$ cat src/rtl/spi_slave_param.sv
// SPI slave with configurable word width, clock polarity/phase and bit order.
// All SPI pins are synchronised into clk; every output is a clk-domain register.
module spi_slave_param #(
   parameter int   DATA_W    = 8,
   parameter logic CPOL      = 1'b0,
   parameter logic CPHA      = 1'b0,
   parameter logic LSB_FIRST = 1'b0
) (
   input  logic              clk,
   input  logic              rst,
   input  logic              SCK,
   input  logic              MOSI,
   input  logic              SSEL,
   output logic              MISO,
   output logic [DATA_W-1:0] spi_data_out,
   output logic              spi_data_stb,
   input  logic [DATA_W-1:0] spi_data_in,
   input  logic              spi_data_valid,
   output logic              spi_data_load,
   output logic              spi_tx_underrun,
   output logic              spi_tsx_start,
   output logic              spi_tsx_end
);

   localparam int               CNT_W    = (DATA_W > 1) ? $clog2(DATA_W) : 1;
   localparam logic [CNT_W-1:0] LAST_BIT = CNT_W'(DATA_W - 1);

   logic [2:0]        sck_q, ssel_q;
   logic [1:0]        mosi_q;
   logic [CNT_W-1:0]  bit_cnt_q, bit_cnt_d;
   logic [DATA_W-1:0] rx_shift_q, rx_shift_d;
   logic [DATA_W-1:0] tx_shift_q, tx_shift_d;
   logic [DATA_W-1:0] data_out_q, data_out_d;
   logic [DATA_W-1:0] rx_next;
   logic              miso_q, miso_d;
   logic              stb_q, load_q, underrun_q, start_q, end_q;

   logic active, ssel_fall, ssel_rise;
   logic lead_edge, trail_edge, sck_usable;
   logic sample_ev, drive_ev, load_ev, word_done;

   // NOTE: sequential state uses <= so every flop samples pre-edge values.
   always_ff @(posedge clk or posedge rst) begin
      if (rst) begin
         sck_q  <= {3{CPOL}};
         ssel_q <= 3'b111;
         mosi_q <= 2'b00;
      end else begin
         sck_q  <= {sck_q[1:0], SCK};
         ssel_q <= {ssel_q[1:0], SSEL};
         mosi_q <= {mosi_q[0], MOSI};
      end
   end

   assign active     = ~ssel_q[1];
   assign ssel_fall  = ssel_q[2] & ~ssel_q[1];
   assign ssel_rise  = ~ssel_q[2] & ssel_q[1];
   assign lead_edge  = (sck_q[2] == CPOL) && (sck_q[1] != CPOL);
   assign trail_edge = (sck_q[2] != CPOL) && (sck_q[1] == CPOL);

   // SCK edges count only inside a select window and never on its opening cycle.
   assign sck_usable = active & ~ssel_fall;
   assign sample_ev  = sck_usable & (CPHA ? trail_edge : lead_edge);
   assign drive_ev   = sck_usable & (CPHA ? lead_edge : trail_edge);
   assign load_ev    = (!CPHA && ssel_fall) || (drive_ev && (bit_cnt_q == '0));

   assign rx_next = LSB_FIRST ? {mosi_q[1], rx_shift_q[DATA_W-1:1]}
                              : {rx_shift_q[DATA_W-2:0], mosi_q[1]};

   // NOTE: every always_comb output gets a default first, so no latch is inferred.
   always_comb begin
      bit_cnt_d  = bit_cnt_q;
      rx_shift_d = rx_shift_q;
      tx_shift_d = tx_shift_q;
      data_out_d = data_out_q;
      word_done  = 1'b0;

      if (!active) begin
         bit_cnt_d = '0;
      end else if (sample_ev) begin
         rx_shift_d = rx_next;
         if (bit_cnt_q == LAST_BIT) begin
            bit_cnt_d  = '0;
            data_out_d = rx_next;
            word_done  = 1'b1;
         end else begin
            bit_cnt_d = bit_cnt_q + CNT_W'(1);
         end
      end

      if (load_ev) begin
         tx_shift_d = spi_data_valid ? spi_data_in : '0;
      end else if (drive_ev) begin
         tx_shift_d = LSB_FIRST ? {1'b0, tx_shift_q[DATA_W-1:1]}
                                : {tx_shift_q[DATA_W-2:0], 1'b0};
      end

      miso_d = LSB_FIRST ? tx_shift_d[0] : tx_shift_d[DATA_W-1];
   end

   always_ff @(posedge clk or posedge rst) begin
      if (rst) begin
         bit_cnt_q  <= '0;
         rx_shift_q <= '0;
         tx_shift_q <= '0;
         data_out_q <= '0;
         miso_q     <= 1'b0;
         stb_q      <= 1'b0;
         load_q     <= 1'b0;
         underrun_q <= 1'b0;
         start_q    <= 1'b0;
         end_q      <= 1'b0;
      end else begin
         bit_cnt_q  <= bit_cnt_d;
         rx_shift_q <= rx_shift_d;
         tx_shift_q <= tx_shift_d;
         data_out_q <= data_out_d;
         miso_q     <= miso_d;
         stb_q      <= word_done;
         load_q     <= load_ev;
         underrun_q <= load_ev & ~spi_data_valid;
         start_q    <= ssel_fall;
         end_q      <= ssel_rise;
      end
   end

   assign MISO            = miso_q;
   assign spi_data_out    = data_out_q;
   assign spi_data_stb    = stb_q;
   assign spi_data_load   = load_q;
   assign spi_tx_underrun = underrun_q;
   assign spi_tsx_start   = start_q;
   assign spi_tsx_end     = end_q;

endmodule

$ cat config.mk
export PLATFORM = sky130hd
export DESIGN_NAME = spi_slave_param
export DESIGN_NICKNAME = d
export VERILOG_FILES = /design/src/rtl/spi_slave_param.sv
export SDC_FILE = /design/constraint.sdc
export NUM_CORES = 1
export LEC_CHECK = 0
export ABC_AREA = 1
export BUFFER_PORTS_ARGS = -buffer_cell sky130_fd_sc_hd__buf_2
export CORE_AREA = 3 3 63 65
export DETAILED_ROUTE_END_ITERATION = 8
export DIE_AREA = 0 0 66 68
export PLACE_DENSITY = 0.72
export SETUP_SLACK_MARGIN = 0.4
export SKIP_LAST_GASP = 1
export SYNTH_ARGS = -nofsm -noshare
export SYNTH_HDL_FRONTEND = slang
export SYNTH_SLANG_ARGS = --single-unit
$ cat constraint.sdc
create_clock -name clk -period 1.2 [get_ports clk]
set_input_delay 0.06 -clock clk [delete_from_list [all_inputs] [get_ports clk]]
set_output_delay 0.06 -clock clk [all_outputs]
set_load 0.05 [all_outputs]
==> results.toml <==
[outcome]
status = "finished with violations"
violations = "negative setup slack"

[clock_network]
clk_latency_ns = 0.34
clockBufferDepth = 2
clock_sinks = 39
cts.htree.levels = 2
clkTransAtPathRegs_ns = 0.10
cts_buffers = 5
cts_root_buffer = "clkbuf_4"
cts_tree = "built"

[detailed_routing]
avgViaCountPerCell = 4.81
post_drt_wl_per_cell_um = 12.8
drt-initial-drc-count = 64
antenna_left = 0
totalWireLength_mm = 3.55
firstDrtPassIters = 4
via_count = 1337
drc_errors = 0

[finish]
final_area_um2 = 2360
final_core_util = 0.696
seq_area_um2 = 980
nets = 249
drive_above_1_share = 0.384
syn_to_final_growth_pct = 42.5
fillers = 233
num_antenna_cells = 0
multi_input_area_um2 = 703

[global_route]
grt-ovfl-total = 0
first_global_vias = 1337
grt_use_total = 0.178
antenna_found_initial = 0
grt_pass1_wl_mm = 5.93
grt_max_degree = 40

[power]
combPwrFrac = 0.333
switchingPower_mw = 1.23
pwr-share-clk = 0.188
swShare = 0.350
seqPwrFrac = 0.479
power_density_nw_per_um2 = 1490
irDropWorstVdd_mv = 0.733
p_int_mw = 2.29
leakagePower_nw = 1.21
power_mw = 3.53

[floorplanning]
initial_utilization = 0.488
die_h_um = 68
fp.coreArea_um2 = 3390
die-area_um2 = 4490
io_pins = 28
die_w_um = 66
placementRows = 21

[critical_path]
max_stage_delay_ns = 0.64
cp.arrival_ns = 1.44
critPathKind = "reg2reg"
cp_num_buf_inv = 1
crit_path_cell_trace = "nand2_8, buf_6, nand4_1, nand3_1"
critPathMaxFanout = 6
worstPathRequired_ns = 1.42
start_kind = "flip-flop"
cp_top_family = "flip-flops"
cp-end-kind = "flip-flop"
slowest_stage = "dfstp_2"

[place]
numPortBuffers = 27
dpl-instance-area_um2 = 1930
gp_congestion = 0.746
dp_hpwl_mm = 2.13
dp_slack_ns = -0.0349

[sta]
grt_setup_unrepaired = "yes"
fin_crit_ns = 1.22
fin_ws_ns = -0.0242
setup_viol = 4
worst_pin_slew_ns = 0.238
relSlewSlack = 0.841
finalCritPeriodShare = 1.02
fmax_mhz = 817
hold_violations = 0
drv_slew = 0
fin_worst_skew_ns = 0.00953
whs_ns = 0.0364

[yosys]
synth_edf_count = 0
yosys.area.top_type_share = 0.544
ys.warnings.count = 0
async_reset_ff_frac = 1.00
avgSynthCellArea_um2 = 9.20
ys_seq_elements = 39
ys_seq_area_frac = 0.592
ys.flop_type = "dfrtp_1"
synth_area_leader_cell = "dfrtp_1"
synth.distinct_cells = 19
synth_fp_nets = 197
synth.area.top_cells = "dfrtp_1 54%, nand2_1 9.1%, nand3_1 7.3%"
syn_inst = 180
synthesis.area_um2 = 1660

[run]
cap_violations = 0

[worst_hold_path]
hold_class = "in2reg"
-- routing by layer --
metal  vias up  share of wire  track usage  wire, µm
met1       634           0.43        0.224      1520
met5         -              0            0         0
li1        667              -            -         -
met4         0          0.014       0.0863        50
met3         5          0.034       0.0394       122
met2        31           0.52        0.294      1860
-- logic make-up after synthesis --
| family | count (synthesis) | share of synthesized area |
|---|---|---|
| AOI/OAI and AO/OA | 19 | 0.0620 |
| adders and majority gates | 3 | 0.0227 |
| buffers and inverters | 34 | 0.0847 |
| DFF | 39 | 0.592 |
| and+or+nand+nor | 85 | 0.239 |
-- power groups by stage --
stage | clock [mW] | sequential (mW) | combinational [mW]
final | 0.663 | 1.69 | 1.17
after global routing | 0.740 | 1.71 | 1.31
after CTS | 0.689 | 1.68 | 0.918
after detailed placement | 0 | 1.69 | 0.761
after global placement | 0 | 1.68 | 0.730
after floorplan | 0 | 1.76 | 0.521
-- worst paths after layout --
kind                           startpoint             to  slack, ns  depth (start not counted)
max                             ssel_q[2]  tx_shift_q[7]      -0.02                          4
min                        spi_data_valid  tx_shift_q[0]       0.04                          3
max reg2reg                     ssel_q[2]  tx_shift_q[7]      -0.02                          4
min reg2reg                     mosi_q[0]      mosi_q[1]       0.36                          0
max in group asynchronous             rst      ssel_q[2]       0.66                          4
min in group asynchronous             rst       sck_q[0]       0.29                          4
-- synthesized netlist by cell type (2+ instances only) --
master,number
nand2_1,40
dfrtp_1,36
inv_1,25
nand3_1,24
o21ai_1,15
nor2_1,13
buf_2,4
a21oi_1,3
dfstp_2,3
ha_1,3
inv_2,3
nand2_2,3
nor2_4,2
-- tightest hold or removal path, delay by kind of cell --
kind | cells | cell delay (ns)
buffers and inverters | 1 | 0.15
AND/OR/NAND/NOR | 1 | 0.07
AO/OA/AOI/OAI | 1 | 0.06
-- final cells by class --
type | instances | share of cell area
clock buffers | 6 | 0.0218
clock inverters | 1 | 0.00212
inverters | 28 | 0.0483
multi-input cells | 109 | 0.298
flip-flops and latches | 39 | 0.415
well taps | 46 | 0.0244
repair buffers | 49 | 0.190
-- per-stage QoR --
| step | cells | setup TNS, ns |
|---|---|---|
| floorplan | 180 | 0 |
| global placement | 257 | -0.0116 |
| detailed placement | 257 | -0.133 |
| CTS | 273 | 0 |
| global route | 278 | -1.20 |
| finish | 278 | -0.0630 |
-- repair_timing --
item | CTS | global route
hold endpoints to repair | 44 | 0
endpoints found under the setup margin | 45 | 45
hold buffers | 6 | 0
resized for setup | 45 | 23
cloned | 1 | 2
buffers inserted | 2 | 3
pin swaps | 2 | 10
-- cell usage in the layout (no fill, tap or decap), types with 2 or more instances in the layout --
cell            n
nand3_1        23
a21oi_2         2
o21ai_1        14
buf_6          18
clkbuf_4        5
nor2_2          5
inv_2           2
nor2_4          6
nand2_1        35
nand2_8         3
ha_4            2
nor2_1          4
inv_4           2
dfrtp_1        36
nand2_4         4
dlygate4sd3_1   6
nand2_2         4
dfstp_2         3
buf_4           8
buf_2          14
buf_12          2
inv_1          23
-- flip-flops by register name, indices dropped and copies added, names as in the netlist, 2 cells and up --
register and cells:
rx_shift_q 7, sck_q 3, spi_data_out 8, tx_shift_q 8, bit_cnt_q 3, mosi_q 2
ssel_q 3
Note: power is estimated with default switching activity, not from simulation.
